==> src/rtl/spi_cmd_pkg.sv <==
// Shared definitions for the SPI command engine: opcodes, FSM states and
// the layout of the STATUS readback word.
package spi_cmd_pkg;

    localparam int OP_W = 4;
    localparam int CH_W = 4;

    localparam logic [OP_W-1:0] OP_EN_SET  = 4'd1;
    localparam logic [OP_W-1:0] OP_EN_CLR  = 4'd2;
    localparam logic [OP_W-1:0] OP_MEM_WR  = 4'd3;
    localparam logic [OP_W-1:0] OP_MEM_RD  = 4'd4;
    localparam logic [OP_W-1:0] OP_REV     = 4'd5;
    localparam logic [OP_W-1:0] OP_STATUS  = 4'd6;
    localparam logic [OP_W-1:0] OP_ERR_CLR = 4'd7;

    typedef enum logic [2:0] {
        ST_IDLE  = 3'd0,
        ST_CMD   = 3'd1,
        ST_ADDR  = 3'd2,
        ST_WDATA = 3'd3,
        ST_RDATA = 3'd4
    } state_e;

    // STATUS word: ERR at the MSB, state just below it, enables at the LSBs.
    localparam int ST_ERR_FROM_MSB   = 0;
    localparam int ST_STATE_FROM_MSB = 1;
    localparam int ST_STATE_W        = 3;
    localparam int ST_EN_LSB         = 0;

endpackage

==> src/rtl/burst_addr_gen.sv <==
// Burst address counter: loads a base address, then steps base+offset and
// wraps back to base after offset MAX_BURST.
module burst_addr_gen #(
    parameter int ADDR_W    = 8,
    parameter int MAX_BURST = 6
) (
    input  logic              CLK,
    input  logic              clear,
    input  logic              load,
    input  logic [ADDR_W-1:0] load_addr,
    input  logic              advance,
    output logic [ADDR_W-1:0] addr
);

    localparam int OFS_W = (MAX_BURST < 1) ? 1 : $clog2(MAX_BURST + 1);
    localparam logic [OFS_W-1:0] OFS_LAST = OFS_W'(MAX_BURST);

    logic [ADDR_W-1:0] base;
    logic [OFS_W-1:0]  offset;

    always_ff @(posedge CLK) begin
        if (clear) begin
            base   <= '0;
            offset <= '0;
            addr   <= '0;
        end else if (load) begin
            base   <= load_addr;
            offset <= '0;
            addr   <= load_addr;
        end else if (advance) begin
            if (offset == OFS_LAST) begin
                offset <= '0;
                addr   <= base;
            end else begin
                offset <= offset + OFS_W'(1);
                addr   <= addr + ADDR_W'(1);
            end
        end
    end

endmodule

==> src/rtl/spi_cmd_engine.sv <==
// Command/burst engine between the SPI word shifters and the register memory:
// decodes command words, runs auto-incrementing memory bursts, owns the channel enables.
module spi_cmd_engine
    import spi_cmd_pkg::*;
#(
    parameter int                DATA_W    = 16,
    parameter int                ADDR_W    = 8,
    parameter int                N_CH      = 4,
    parameter int                MAX_BURST = 6,
    parameter logic [DATA_W-1:0] REV_ID    = DATA_W'(16'h00A5)
) (
    input  logic              CLK,
    input  logic              RESET,
    input  logic              CS_N,
    input  logic              RX_VALID,
    input  logic [DATA_W-1:0] RX_DATA,
    output logic [DATA_W-1:0] TX_DATA,
    output logic              MEM_WE,
    output logic              MEM_RE,
    output logic [ADDR_W-1:0] MEM_ADDR,
    output logic [DATA_W-1:0] MEM_WDATA,
    input  logic [DATA_W-1:0] MEM_RDATA,
    input  logic              EN_CLR_ALL,
    output logic [N_CH-1:0]   ENABLE,
    output logic              ERR
);

    state_e state_q;
    state_e state_nxt;

    logic              cs_n_q;
    logic              wr_mode_q;
    logic              wr_mode_nxt;
    logic              rd_vld_p2;
    logic              rd_pend;
    logic              rx_acc;
    logic [OP_W-1:0]   opcode;
    logic [CH_W-1:0]   ch;
    logic              ch_ok;
    logic [N_CH-1:0]   ch_mask;
    logic [DATA_W-1:0] status_word;

    logic en_set;
    logic en_clr;
    logic err_set;
    logic err_clr;
    logic tx_rev;
    logic tx_status;
    logic addr_load;
    logic rd_issue;
    logic wr_issue;
    logic addr_adv;

    // A read is in flight from the MEM_RE cycle until the data is captured.
    assign rd_pend = MEM_RE | rd_vld_p2;
    assign rx_acc  = RX_VALID & ~CS_N & ~rd_pend;
    assign opcode  = RX_DATA[DATA_W-1 -: OP_W];
    assign ch      = RX_DATA[CH_W-1:0];
    assign ch_ok   = (int'(ch) < N_CH);
    assign ch_mask = N_CH'(1) << ch;

    always_comb begin
        status_word = '0;
        status_word[ST_EN_LSB +: N_CH] = ENABLE;
        status_word[DATA_W-1-ST_STATE_FROM_MSB -: ST_STATE_W] = state_q;
        status_word[DATA_W-1-ST_ERR_FROM_MSB] = ERR;
    end

    always_ff @(posedge CLK) begin
        if (RESET) begin
            state_q <= ST_IDLE;
        end else begin
            state_q <= state_nxt;
        end
    end

    always_comb begin
        state_nxt   = state_q;
        wr_mode_nxt = wr_mode_q;
        en_set      = 1'b0;
        en_clr      = 1'b0;
        err_set     = 1'b0;
        err_clr     = 1'b0;
        tx_rev      = 1'b0;
        tx_status   = 1'b0;
        addr_load   = 1'b0;
        rd_issue    = 1'b0;
        wr_issue    = 1'b0;

        if (CS_N) begin
            state_nxt = ST_IDLE;
        end else begin
            if (RX_VALID && rd_pend) begin
                err_set = 1'b1;
            end
            case (state_q)
                // Only a fresh chip-select fall starts a command; after a
                // command completes we sit here until CS_N cycles.
                ST_IDLE: begin
                    if (cs_n_q) begin
                        state_nxt = ST_CMD;
                    end
                end
                ST_CMD: begin
                    if (rx_acc) begin
                        state_nxt = ST_IDLE;
                        case (opcode)
                            OP_EN_SET: begin
                                if (ch_ok) en_set = 1'b1;
                                else       err_set = 1'b1;
                            end
                            OP_EN_CLR: begin
                                if (ch_ok) en_clr = 1'b1;
                                else       err_set = 1'b1;
                            end
                            OP_MEM_WR: begin
                                state_nxt   = ST_ADDR;
                                wr_mode_nxt = 1'b1;
                            end
                            OP_MEM_RD: begin
                                state_nxt   = ST_ADDR;
                                wr_mode_nxt = 1'b0;
                            end
                            OP_REV:     tx_rev    = 1'b1;
                            OP_STATUS:  tx_status = 1'b1;
                            OP_ERR_CLR: err_clr   = 1'b1;
                            default: begin
                                err_set = 1'b1;
                                tx_rev  = 1'b1;
                            end
                        endcase
                    end
                end
                ST_ADDR: begin
                    if (rx_acc) begin
                        addr_load = 1'b1;
                        if (wr_mode_q) begin
                            state_nxt = ST_WDATA;
                        end else begin
                            state_nxt = ST_RDATA;
                            rd_issue  = 1'b1;
                        end
                    end
                end
                ST_WDATA: begin
                    if (rx_acc) wr_issue = 1'b1;
                end
                ST_RDATA: begin
                    if (rx_acc) rd_issue = 1'b1;
                end
                default: state_nxt = ST_IDLE;
            endcase
        end
    end

    // Reads step the address before the strobe; writes step it after the strobe.
    assign addr_adv = (rd_issue & ~addr_load) | MEM_WE;

    burst_addr_gen #(
        .ADDR_W    (ADDR_W),
        .MAX_BURST (MAX_BURST)
    ) u_addr (
        .CLK       (CLK),
        .clear     (RESET),
        .load      (addr_load),
        .load_addr (RX_DATA[ADDR_W-1:0]),
        .advance   (addr_adv),
        .addr      (MEM_ADDR)
    );

    // stage p1: memory strobes; stage p2: read data returns and is captured
    always_ff @(posedge CLK) begin
        if (RESET) begin
            cs_n_q    <= 1'b1;
            wr_mode_q <= 1'b0;
            MEM_WE    <= 1'b0;
            MEM_RE    <= 1'b0;
            rd_vld_p2 <= 1'b0;
            MEM_WDATA <= '0;
            TX_DATA   <= REV_ID;
            ENABLE    <= '0;
            ERR       <= 1'b0;
        end else begin
            cs_n_q    <= CS_N;
            wr_mode_q <= wr_mode_nxt;
            MEM_WE    <= wr_issue;
            MEM_RE    <= rd_issue;
            rd_vld_p2 <= MEM_RE;

            if (wr_issue) begin
                MEM_WDATA <= RX_DATA;
            end

            if (rd_vld_p2) begin
                TX_DATA <= MEM_RDATA;
            end else if (tx_status) begin
                TX_DATA <= status_word;
            end else if (tx_rev) begin
                TX_DATA <= REV_ID;
            end

            if (EN_CLR_ALL) begin
                ENABLE <= '0;
            end else if (en_set) begin
                ENABLE <= ENABLE | ch_mask;
            end else if (en_clr) begin
                ENABLE <= ENABLE & ~ch_mask;
            end

            if (err_set) begin
                ERR <= 1'b1;
            end else if (err_clr) begin
                ERR <= 1'b0;
            end
        end
    end

endmodule

==> config.mk <==
export PLATFORM = sky130hd
export DESIGN_NAME = spi_cmd_engine
export DESIGN_NICKNAME = d
export VERILOG_FILES = /design/src/rtl/spi_cmd_pkg.sv /design/src/rtl/burst_addr_gen.sv /design/src/rtl/spi_cmd_engine.sv
export SDC_FILE = /design/constraint.sdc
export NUM_CORES = 1
export LEC_CHECK = 0
export CELL_PAD_IN_SITES_DETAIL_PLACEMENT = 1
export CELL_PAD_IN_SITES_GLOBAL_PLACEMENT = 2
export CORE_ASPECT_RATIO = 1.1
export CORE_UTILIZATION = 31
export CTS_BUF_LIST = sky130_fd_sc_hd__clkbuf_8
export CTS_CLUSTER_SIZE = 10
export DETAILED_ROUTE_END_ITERATION = 12
export PLACE_DENSITY_LB_ADDON = 0.12
export SETUP_SLACK_MARGIN = 0.5
export SYNTH_ARGS = -nofsm -noshare
export SYNTH_HDL_FRONTEND = slang
export SYNTH_HIERARCHICAL = 1
export SYNTH_SLANG_ARGS = --single-unit
export TNS_END_PERCENT = 100
==> constraint.sdc <==
create_clock -name CLK -period 4.3 [get_ports CLK]
set_clock_uncertainty 0.2 [all_clocks]
set_input_delay 0.43 -clock CLK [delete_from_list [all_inputs] [get_ports CLK]]
set_output_delay 0.43 -clock CLK [all_outputs]
set_load 0.005 [all_outputs]
==> impl_results.rst, run 1 <==
.. list-table::
   :header-rows: 1

   * - Metric
     - Value
   * - Result of the run
     - complete, no violations
   * - Weighted congestion reported at the end of routability-driven placement
     - around 0.8
   * - Die height
     - around 100 um
   * - First-pass GRT wire length
     - between 10000 and 15000 um
   * - Rows
     - 36
   * - Post-DRT Antenna Nets
     - 0
   * - Buffer type at the clock tree root
     - clkbuf_8
   * - Capture endpoint of the worst hold path
     - MEM_WDATA[9]
   * - Number of I/O pins
     - 84
   * - Starting density of the core
     - 0.322
   * - Die X-Extent
     - between 90 and 100 um
   * - Maximum fanout along the worst path
     - 16
   * - Source of the critical timing path
     - CS_N
   * - Peak clock frequency supported by timing
     - roughly 350 MHz
   * - Total Die Area
     - approximately 9700 um^2
   * - Kind of end point of the critical path
     - flip-flop
   * - Net count of the mapped netlist
     - roughly 360
   * - Pin count of the biggest net entering global routing
     - 47
   * - Setup TNS Final
     - 0 ns
   * - Highest metal used
     - met4
   * - Placed cell area
     - 3770 um^2
   * - Number of flops mapped to enable cells by yosys
     - 0
   * - Detailed-route wire length per cell
     - about 16 um
   * - Cell family with most CP delay
     - simple AND/OR/NAND/NOR gates
   * - Final count of hold timing violations
     - 0
   * - CTS H-Tree Depth
     - 3
   * - Depth of the most critical reg-to-reg path
     - 6
   * - Global-route total usage across every layer
     - 0.179
   * - Worst hold path type
     - reg2reg
   * - Share of power burned in combinational logic
     - 0.066
   * - Post-place setup slack
     - between 1 and 1.5 ns
   * - Simple-gate area share of the yosys netlist
     - 0.248
   * - FF-to-FF End
     - u_addr/addr[7]
   * - Sequential-to-total area share from yosys stat
     - 0.446
   * - Number of endpoints failing setup at the final stage
     - 0
   * - Drt drc
     - 0
   * - Proportion of layout cells with a drive suffix above 1
     - 0.0665
   * - Adder-cell share of the synthesized area
     - 0.00435
   * - Grt ovf
     - 0
   * - Vias per cell
     - ~5.1
   * - Worst slew margin
     - 0.176
   * - Minimum clock period after layout
     - around 2.9 ns
   * - Worst setup slack after layout
     - 1.43 ns
   * - Number of buffers added to fix hold violations after cts
     - 0
   * - Xor/xnor share of the synthesized area
     - 0.0213
   * - Post CTS Setup Buffer Count
     - 0
   * - Mapped Area
     - around 2900 um^2
   * - Number of buffers inserted by port buffering
     - between 80 and 90
   * - Cell chain of the critical path
     - clkdlybuf4s50_1, or4b_1, nor2_1, and2_1, buf_4, a211oi_1, o32ai_1
   * - Setup repair after global routing missed its margin
     - false
   * - Clock network power share
     - 0.428
   * - Portion of the clock cycle consumed by the worst path in the final layout
     - 0.668
   * - Flop-to-flop setup slack
     - about 1.5 ns
   * - Clock transition at the registers of the reported paths
     - 0.07 ns
   * - Synth area leader
     - dfxtp_1
   * - Detailed-routed wire length on met3
     - between 300 and 400 um
   * - Post-synthesis average cell area
     - about 8.8 um^2
   * - Number of cells upsized or downsized after cts
     - 0
   * - Startpoint type of the worst setup path
     - input port
   * - Nets
     - 439
   * - Count of cells along the worst hold path
     - 2
   * - CTS tree
     - yes
   * - Number of antenna violations at the first check in global routing
     - 0
   * - Leakage Power
     - approximately 1.4 nW
   * - Yosys warns
     - 6
   * - Number of max-slew violations in the final report
     - 0
   * - Required @ worst endpoint
     - roughly 4.3 ns
   * - Clock tree buffer depth
     - 2
   * - Inserted Diodes
     - 0
   * - Net switching fraction of the power
     - 0.239
   * - Initial drt markers
     - around 70
   * - Max cap viols
     - 0
   * - Highest ir drop seen on vdd
     - 0.148 mV
   * - Power per cell area
     - 297 nW/um^2
   * - Mux contribution to synthesized area
     - 0.0522
   * - Total net switching power
     - between 0.0002 and 0.0003 W
   * - Core Region
     - 8920 um^2
   * - Cell with the largest stage delay on the worst path
     - or4b_1
   * - Later-pin clock latency in the skew report
     - approximately 0.34 ns
   * - Dominant cells by area after synthesis
     - dfxtp_1, nand2_1, a21oi_1
   * - Part of the total power dissipated in sequential elements
     - 0.506
   * - Buf+Inv Stages, Crit Path
     - 2
   * - Final-layout fill cell count
     - 1040
   * - Share of the synthesized area in the top cell type
     - 0.446
   * - Prevailing post-synth register cell
     - dfxtp_1
   * - Final wirelength
     - ~8000 um
   * - Pin slew with the least headroom to its limit
     - around 1.2 ns
   * - Inserted Clock Buffers
     - 9
   * - Synthesized-area fraction occupied by ao, oa, aoi and oai cells
     - 0.190
   * - Worst R2R Start
     - rd_vld_p2
   * - WS Path Type
     - in2reg
   * - Flops & latches, synth
     - 64
   * - Most common cell in the netlist
     - dfxtp_1
   * - Post-synthesis to final-layout area growth
     - 37.7%
   * - Detail Placement HPWL
     - between 5000 and 6000 um
   * - Number of sinks handled by clock tree synthesis
     - 64
   * - Combinational family with the most area after synthesis
     - simple AND/OR/NAND/NOR gates
   * - Data arrival time of the worst path
     - between 2 and 3 ns
   * - Peak per-stage delay on the critical path
     - 0.67 ns
   * - Fraction of synthesis flops using an asynchronous set or reset pin
     - 0
   * - Instance count of the mapped netlist
     - about 330
   * - Commonest cells in the synthesized netlist
     - dfxtp_1, nand2_1, a21oi_1, nor2_1, clkbuf_1
   * - Wire length on met2
     - 3900 um
   * - M1 wire length
     - roughly 3800 um
   * - Count of distinct cell types in the synthesized netlist
     - 52
   * - Count of TritonRoute iterations in the first routing pass
     - 4
   * - Internal Power
     - between 0.0008 and 0.0009 W
   * - Total number of vias
     - approximately 2.7k
   * - Via count of the first global-routing pass
     - approximately 2.7k
   * - Hold_sp
     - MEM_WDATA[9]
   * - Design Area, Final
     - just under 4000 um^2
## cell usage in the layout (no fill, tap or decap), types with 8 or more instances in the layout
master | Yosys | routed
nand2_1 | 45 | 45
nand3_1 | 10 | 10
mux2i_1 | 12 | 12
dfxtp_1 | 64 | 64
nor2_1 | 22 | 22
a22o_1 | 8 | 8
nor2b_1 | 12 | 12
clkbuf_8 | 0 | 9
a21oi_1 | 29 | 29
clkdlybuf4s50_1 | 0 | 83
## cell type report
| class | instances | area, um^2 | area share |
|---|---|---|---|
| multi-input cells | 236 | 1480 | 0.374 |
| flip-flops and latches | 64 | 1280 | 0.324 |
| repair buffers | 85 | 846 | 0.214 |
| well taps | 114 | 143 | 0.0360 |
| clock buffers | 9 | 124 | 0.0313 |
| clock inverters | 7 | 65.1 | 0.0164 |
| inverters | 5 | 18.8 | 0.00474 |
## stage by stage
step                power [W]   util  std cells  hold WS (ns)
floorplan            0.000639      -        326         0.248
global placement     0.000688  0.423        504         0.239
detailed placement   0.000689  0.423        504         0.248
CTS                   0.00119  0.444        520         0.258
global route          0.00123  0.444        520         0.277
finish                0.00118  0.444        520         0.253
## registers in the layout, summed over array words and instances (netlist names), 3 cells and up, named ones only
| register | cells |
|---|---|
| MEM_WDATA | 16 |
| TX_DATA | 16 |
| u_addr/addr | 8 |
| u_addr/base | 8 |
| state_q | 3 |
| u_addr/offset | 3 |
## per-layer routing
metal / vias up / global-route usage
li1: 1320 / -
met1: 1275 / 0.218
met2: 61 / 0.304
met3: 9 / 0.0509
met4: 0 / 0.0604
met5: - / 0
## logic make-up after synthesis
logic type | after synthesis
fa+ha+maj | 1
buf+inv | 26
simple gates | 134
compound gates | 80
flops | 64
mux | 14
xor+xnor | 7
## worst reg2reg max path: stages, from the launching register on
cell and delay (ns):
dfxtp_1 0.52, or4b_1 0.68, nor2_1 0.17, and2_1 0.55, buf_4 0.29, a211oi_1 0.07, o32ai_1 0.27
## how the worst max path moves through the flow
stage	endpoint	slack (ns)	depth (start not counted)
4_1_cts	u_addr/addr[7]	1.42	6
3_5_place_dp	u_addr/addr[7]	1.05	7
2_1_floorplan	TX_DATA[1]	1.89	5
3_3_place_gp	u_addr/addr[5]	1.13	7
5_1_grt	u_addr/addr[5]	1.19	6
6_report	u_addr/addr[7]	1.43	7
## power groups by stage
stage | Combinational (W) | Sequential [W] | Clock, W
floorplan | 0.0000309 | 0.000608 | 0
global placement | 0.0000787 | 0.000610 | 0
detailed placement | 0.0000790 | 0.000610 | 0
CTS | 0.0000793 | 0.000596 | 0.000519
global route | 0.0000846 | 0.000596 | 0.000545
finish | 0.0000776 | 0.000596 | 0.000504
Power figures use the tool's default switching activity.
==> run 2: changes to the inputs <==
--- a/config.mk
+++ b/config.mk
@@ -8,7 +8,7 @@
 export CELL_PAD_IN_SITES_DETAIL_PLACEMENT = 1
 export CELL_PAD_IN_SITES_GLOBAL_PLACEMENT = 2
 export CORE_ASPECT_RATIO = 1.1
-export CORE_UTILIZATION = 31
+export CORE_UTILIZATION = 28
 export CTS_BUF_LIST = sky130_fd_sc_hd__clkbuf_8
 export CTS_CLUSTER_SIZE = 10
 export DETAILED_ROUTE_END_ITERATION = 12
==> constraint.sdc (replaced) <==
create_clock -name CLK -period 3 [get_ports CLK]
set_clock_uncertainty 0.2 [all_clocks]
set_input_delay 0.3 -clock CLK [delete_from_list [all_inputs] [get_ports CLK]]
set_output_delay 0.3 -clock CLK [all_outputs]
set_load 0.005 [all_outputs]
==> impl_results.rst, run 2 (synthesis results as in run 1) <==
.. list-table::
   :header-rows: 1

   * - Metric
     - Value
   * - Number of buffers added to fix hold violations after cts
     - 0 (unchanged)
   * - Die X-Extent
     - 98.6 um (was 93.8 um)
   * - Clock transition at the registers of the reported paths
     - 0.07 ns (about the same)
   * - Peak per-stage delay on the critical path
     - 0.61 ns (was 0.67 ns)
   * - Detail Placement HPWL
     - 6310 um (was 5750 um)
   * - Power per cell area
     - 398 nW/um^2 (was 297 nW/um^2)
   * - Highest ir drop seen on vdd
     - 0.141 mV (was 0.148 mV)
   * - Detailed-route wire length per cell
     - 16.0 um (was 15.7 um)
   * - Number of sinks handled by clock tree synthesis
     - 64 (unchanged)
   * - Source of the critical timing path
     - CS_N (unchanged)
   * - CTS tree
     - yes (unchanged)
   * - Inserted Diodes
     - 0 (unchanged)
   * - Initial drt markers
     - 55 (was 72)
   * - Peak clock frequency supported by timing
     - between 400 and 500 MHz
   * - WS Path Type
     - in2reg (unchanged)
   * - Global-route total usage across every layer
     - 0.171 (was 0.179)
   * - Clock network power share
     - 0.397 (was 0.428)
   * - Setup repair after global routing missed its margin
     - false (unchanged)
   * - Number of max-slew violations in the final report
     - 0 (unchanged)
   * - Number of antenna violations at the first check in global routing
     - 0 (unchanged)
   * - Worst hold path type
     - in2reg (was reg2reg)
   * - Portion of the clock cycle consumed by the worst path in the final layout
     - 0.815
   * - Result of the run
     - complete, no violations (unchanged)
   * - Count of TritonRoute iterations in the first routing pass
     - 4 (unchanged)
   * - Data arrival time of the worst path
     - 2.48 ns (was 2.92 ns)
   * - Number of endpoints failing setup at the final stage
     - 0 (unchanged)
   * - Rows
     - 38 (was 36)
   * - Inserted Clock Buffers
     - 9 (unchanged)
   * - Hold_sp
     - RESET (was MEM_WDATA[9])
   * - Pin count of the biggest net entering global routing
     - 29 (was 47)
   * - Kind of end point of the critical path
     - flip-flop (unchanged)
   * - Total Die Area
     - 10700 um^2 (was 9660 um^2)
   * - Leakage Power
     - 1.51 nW (was 1.43 nW)
   * - Die height
     - 108 um (was 103 um)
   * - Top library cells by usage in the layout, fill and taps aside
     - clkdlybuf4s50_1, dfxtp_1, nand2_1, a21oi_1, nor2_1 (unchanged)
   * - Vias per cell
     - 5.01 (was 5.13)
   * - Required @ worst endpoint
     - 3.03 ns (was 4.34 ns)
   * - Net switching fraction of the power
     - 0.241 (was 0.239)
   * - Pin slew with the least headroom to its limit
     - 0.693 ns (was 1.23 ns)
   * - Total number of vias
     - 2717 (was 2665)
   * - Buffer type at the clock tree root
     - clkbuf_8 (unchanged)
   * - Weighted congestion reported at the end of routability-driven placement
     - 0.778 (was 0.787)
   * - Minimum clock period after layout
     - 2.45 ns
   * - Placed cell area
     - 3890 um^2 (was 3770 um^2)
   * - Via count of the first global-routing pass
     - 2831 (was 2663)
   * - Registers with the most flip-flops
     - MEM_WDATA x16, TX_DATA x16 (unchanged)
   * - Cell family with most CP delay
     - simple AND/OR/NAND/NOR gates (unchanged)
   * - Most common cell after layout, fill and taps aside
     - clkdlybuf4s50_1 (unchanged)
   * - Later-pin clock latency in the skew report
     - 0.33 ns (was 0.34 ns)
   * - First-pass GRT wire length
     - 14200 um (was 13300 um)
   * - Startpoint type of the worst setup path
     - input port (unchanged)
   * - Grt ovf
     - 0 (unchanged)
   * - Max cap viols
     - 0 (unchanged)
   * - Maximum fanout along the worst path
     - 4 (was 16)
   * - Buf+Inv Stages, Crit Path
     - 1 (was 2)
   * - Clock tree buffer depth
     - 2 (unchanged)
   * - Nets
     - 455 (was 439)
   * - Post-synthesis to final-layout area growth
     - 41.3% (was 37.7%)
   * - Core Region
     - 9940 um^2 (was 8920 um^2)
   * - CTS H-Tree Depth
     - 3 (unchanged)
   * - Cell with the largest stage delay on the worst path
     - or4b_1 (unchanged)
   * - Proportion of layout cells with a drive suffix above 1
     - 0.109 (was 0.0665)
   * - Cell chain of the critical path
     - clkdlybuf4s50_1, or4b_1, or4_4, mux2_4, o211a_1 (was clkdlybuf4s50_1, or4b_1, nor2_1, and2_1, buf_4, a211oi_1, o32ai_1)
   * - Drt drc
     - 0 (unchanged)
   * - Number of I/O pins
     - 84 (unchanged)
   * - Worst slew margin
     - 0.537 (was 0.176)
   * - Share of power burned in combinational logic
     - 0.074 (was 0.066)
   * - Design Area, Final
     - 4060 um^2 (was 3960 um^2)
   * - Setup TNS Final
     - 0 ns (unchanged)
   * - Worst R2R Start
     - MEM_RE (was rd_vld_p2)
   * - Final wirelength
     - 8690 um (was 8140 um)
   * - Number of buffers inserted by port buffering
     - 83 (unchanged)
   * - Starting density of the core
     - 0.289 (was 0.322)
   * - Part of the total power dissipated in sequential elements
     - 0.529 (was 0.506)
   * - Final count of hold timing violations
     - 0 (unchanged)
   * - Post-DRT Antenna Nets
     - 0 (unchanged)
   * - Total net switching power
     - 0.000389 W (was 0.000281 W)
   * - Internal Power
     - 0.00123 W (was 0.000896 W)
==> run 2: changes by cell type in the layout (fill, tap and decap cells not counted) <==
cell,before,now
buf_4,2,18
and2_1,1,0
and2_2,0,1
clkbuf_8,9,10
a21o_1,2,1
bufinv_16,1,0
clkdlybuf4s50_1,83,82
buf_2,0,1
a21o_2,0,1
clkinvlp_4,3,0
clkinv_2,1,4
==> run 2: final timing paths <==
kind                    end  slack, ns  depth (start not counted)
max              TX_DATA[1]       0.55                          5
min          u_addr/base[4]       0.23                          2
max reg2reg      TX_DATA[1]       0.65                          4
min reg2reg   MEM_WDATA[15]       0.25                          2
==> run 2: final cells by class <==
| type | count | area, um^2 |
|---|---|---|
| multi-input combinational | 236 | 1480 |
| tap | 120 | 150 |
| inverter | 5 | 18.8 |
| timing repair buffer | 101 | 961 |
| fill | 1175 | 5880 |
| clock buffer | 10 | 138 |
| clock inverter | 6 | 27.5 |
| sequential | 64 | 1280 |
==> run 2: stage by stage <==
step                      instances  hold slack, ns  power, W  utilization  setup WS (ns)
after CTS                       542           0.218   0.00165        0.408          0.572
after floorplan                 326           0.229  0.000916            -          0.700
after global routing            542           0.242   0.00169        0.409          0.529
after global placement          526           0.238  0.000993        0.392          0.235
after detailed placement        526           0.249  0.000994        0.392          0.202
final                           542           0.229   0.00162        0.409          0.554
==> run 2: per-layer routing <==
metal,global-route usage,share of wire,up-vias,wire [um]
met5,0,0,-,0
met4,0.0480,0.0061,0,53
met3,0.0427,0.032,4,281
met2,0.298,0.50,52,4310
met1,0.211,0.47,1311,4040
li1,-,-,1350,-
==> run 2: repair_timing <==
action                                 in CTS  in global routing
resized for setup                           0                  2
setup endpoints to repair                   0                 10
endpoints found under the hold margin       0                  0
buffers inserted                            0                  0
==> run 2: power by group through the flow <==
stage / combinational (W) / sequential [W] / clock, W
finish: 0.000119 / 0.000854 / 0.000642
global route: 0.000130 / 0.000854 / 0.000710
CTS: 0.000121 / 0.000854 / 0.000671
detailed placement: 0.000121 / 0.000874 / 0
global placement: 0.000119 / 0.000874 / 0
floorplan: 0.0000443 / 0.000872 / 0
==> run 3: changes to the inputs <==
==> constraint.sdc (replaced) <==
create_clock -name CLK -period 2.6 [get_ports CLK]
set_clock_uncertainty 0.2 [all_clocks]
set_input_delay 0.26 -clock CLK [delete_from_list [all_inputs] [get_ports CLK]]
set_output_delay 0.26 -clock CLK [all_outputs]
set_load 0.005 [all_outputs]
==> impl_results.rst, run 3 (synthesis results as in run 1) <==
.. list-table::
   :header-rows: 1

   * - Metric
     - Value
   * - Buf+Inv Stages, Crit Path
     - 0 (was 1)
   * - Max cap viols
     - 0 (unchanged)
   * - Top library cells by usage in the layout, fill and taps aside
     - clkdlybuf4s50_1, dfxtp_1, nand2_1, a21oi_1, buf_4 (was clkdlybuf4s50_1, dfxtp_1, nand2_1, a21oi_1, nor2_1)
   * - Final count of hold timing violations
     - 0 (unchanged)
   * - Clock transition at the registers of the reported paths
     - 0.07 ns (about the same)
   * - Detailed-route wire length per cell
     - 16.1 um (was 16.0 um)
   * - Die height
     - 108 um (unchanged)
   * - Inserted Diodes
     - 0 (unchanged)
   * - Inserted Clock Buffers
     - 9 (unchanged)
   * - Startpoint type of the worst setup path
     - flip-flop (was input port)
   * - Highest ir drop seen on vdd
     - 0.173 mV (was 0.141 mV)
   * - Result of the run
     - complete, no violations (unchanged)
   * - Final wirelength
     - 8930 um (was 8690 um)
   * - Leakage Power
     - 1.63 nW (was 1.51 nW)
   * - Final Power
     - 0.00204 W (was 0.00162 W)
   * - Registers with the most flip-flops
     - MEM_WDATA x16, TX_DATA x16 (unchanged)
   * - Vias per cell
     - 5.09 (was 5.01)
   * - Number of antenna violations at the first check in global routing
     - 0 (unchanged)
   * - Met2 global-route usage
     - 0.309 (was 0.298)
   * - Count of TritonRoute iterations in the first routing pass
     - 4 (unchanged)
   * - Number of buffers added to fix hold violations after cts
     - 0 (unchanged)
   * - Pin count of the biggest net entering global routing
     - 27 (was 29)
   * - Post-synthesis to final-layout area growth
     - 49.8% (was 41.3%)
   * - Core Region
     - 9940 um^2 (unchanged)
   * - Number of endpoints failing setup at the final stage
     - 0 (unchanged)
   * - Placed cell area
     - 3930 um^2 (was 3890 um^2)
   * - Cell family with most CP delay
     - simple AND/OR/NAND/NOR gates (unchanged)
   * - Die X-Extent
     - 98.6 um (unchanged)
   * - Data arrival time of the worst path
     - 2.17 ns (was 2.48 ns)
   * - Met1 global-route usage
     - 0.205 (was 0.211)
   * - Number of I/O pins
     - 84 (unchanged)
   * - Peak per-stage delay on the critical path
     - 0.51 ns (was 0.61 ns)
   * - First-pass GRT wire length
     - 14600 um (was 14200 um)
   * - Maximum fanout along the worst path
     - 4 (unchanged)
   * - Total number of vias
     - 2825 (was 2717)
   * - Cell chain of the critical path
     - or4b_4, or4_4, mux2_4, o211a_1 (was clkdlybuf4s50_1, or4b_1, or4_4, mux2_4, o211a_1)
   * - Number of standard cells in the layout, taps in and fillers out
     - 555 (was 542)
   * - Dpl cells
     - 529 (was 526)
   * - Required @ worst endpoint
     - 2.63 ns (was 3.03 ns)
   * - Design Area, Final
     - 4300 um^2 (was 4060 um^2)
   * - Drt drc
     - 0 (unchanged)
   * - Setup repair after global routing missed its margin
     - true (was false)
   * - WS Path Type
     - reg2reg (was in2reg)
   * - Buffer type at the clock tree root
     - clkbuf_8 (unchanged)
   * - Peak clock frequency supported by timing
     - approximately 470 MHz
   * - Rows
     - 38 (unchanged)
   * - Cell with the largest stage delay on the worst path
     - or4b_4 (was or4b_1)
   * - Minimum clock period after layout
     - around 2.1 ns
   * - CTS H-Tree Depth
     - 3 (unchanged)
   * - Proportion of layout cells with a drive suffix above 1
     - 0.166 (was 0.109)
   * - Portion of the clock cycle consumed by the worst path in the final layout
     - 0.820
   * - Post-DRT Antenna Nets
     - 0 (unchanged)
   * - Clock tree buffer depth
     - 2 (unchanged)
   * - Kind of end point of the critical path
     - flip-flop (unchanged)
   * - Most Used Layer, Global Route
     - met2 (unchanged)
   * - Initial drt markers
     - 50 (was 55)
   * - Global-route total usage across every layer
     - 0.174 (was 0.171)
   * - Pin slew with the least headroom to its limit
     - 0.727 ns (was 0.693 ns)
   * - Grt met3 use
     - 0.0452 (was 0.0427)
   * - Via count of the first global-routing pass
     - 3012 (was 2831)
   * - CTS tree
     - yes (unchanged)
   * - Weighted congestion reported at the end of routability-driven placement
     - 0.770 (was 0.778)
   * - Number of sinks handled by clock tree synthesis
     - 64 (unchanged)
   * - Detail Placement HPWL
     - 6400 um (was 6310 um)
   * - Final standard cell utilization of the core
     - 0.433 (was 0.409)
   * - Grt ovf
     - 0 (unchanged)
   * - Number of max-slew violations in the final report
     - 0 (unchanged)
   * - Starting density of the core
     - 0.289 (unchanged)
   * - Nets
     - 469 (was 455)
   * - Later-pin clock latency in the skew report
     - 0.35 ns (was 0.33 ns)
   * - Power per cell area
     - 473 nW/um^2 (was 398 nW/um^2)
   * - Worst slew margin
     - 0.515 (was 0.537)
   * - Number of buffers inserted by port buffering
     - 83 (unchanged)
   * - Worst hold path type
     - in2reg (unchanged)
   * - Most common cell after layout, fill and taps aside
     - clkdlybuf4s50_1 (unchanged)
   * - Total Die Area
     - 10700 um^2 (unchanged)
-- run 3: cell types whose count changed in the layout (fill, tap and decap cells not counted), moves of 2 or more --
| cell | previous run | this run |
|---|---|---|
| buf_4 | 18 | 28 |
| clkdlybuf4s50_1 | 82 | 76 |
| dlygate4sd2_1 | 0 | 5 |
| clkinv_2 | 4 | 0 |
| dfxtp_1 | 64 | 61 |
| a211oi_1 | 5 | 3 |
| a211oi_2 | 0 | 2 |
| buf_6 | 0 | 2 |
| clkbuf_8 | 10 | 12 |
| dfxtp_2 | 0 | 2 |
| inv_1 | 7 | 5 |
-- run 3: power by group --
group / switching, W / total, W / leakage [nW] / internal, W
Sequential: 0.00000354 / 0.000985 / 0.518 / 0.000981
Clock: 0.000391 / 0.000904 / 0.106 / 0.000513
Combinational: 0.0000691 / 0.000148 / 1.01 / 0.0000788
Total: 0.000464 / 0.00204 / 1.63 / 0.00157
-- run 3: what timing repair did --
item	4_1_cts	5_1_grt
pin swaps	4	3
endpoints found under the setup margin	29	29
resized for setup	14	12
buffers inserted	6	4
cloned	0	1
-- run 3: cell type report --
type,instances,area [um^2]
fill,1162,5630
clock inverter,3,41.3
sequential,64,1290
tap,120,150
multi-input combinational,236,1540
clock buffer,12,165
inverter,5,18.8
timing repair buffer,115,1100
-- run 3: worst register-to-register path: stages (launching register included) --
cell and delay [ns]:
dfxtp_4 0.36, or4b_4 0.51, or4_4 0.44, mux2_4 0.31, o211a_1 0.20
-- run 3: through the flow --
stage                     setup slack (ns)  TNS [ns]  hold slack [ns]
after floorplan                      0.315         0            0.189
after detailed placement           -0.0962    -0.214            0.250
final                                0.468         0            0.136
after CTS                            0.458         0            0.124
after global placement             -0.0697   -0.0697            0.240
after global routing                 0.437         0            0.153
-- run 3: metal layers --
layer / wire length [um] / vias to the layer above
met2: 4500 / 60
met3: 394 / 8
met1: 3930 / 1371
met5: 0 / -
li1: - / 1386
met4: 104 / 0
-- run 3: path summary, 6_finish.rpt --
check / slack [ns] / depth (start not counted) / start / to
worst max-delay path: 0.47 / 4 / MEM_RE / TX_DATA[1]
worst min-delay path: 0.14 / 2 / RESET / u_addr/base[4]
worst min register to register: 0.26 / 2 / MEM_WDATA[10] / MEM_WDATA[10]
worst max register to register: 0.47 / 4 / MEM_RE / TX_DATA[1]
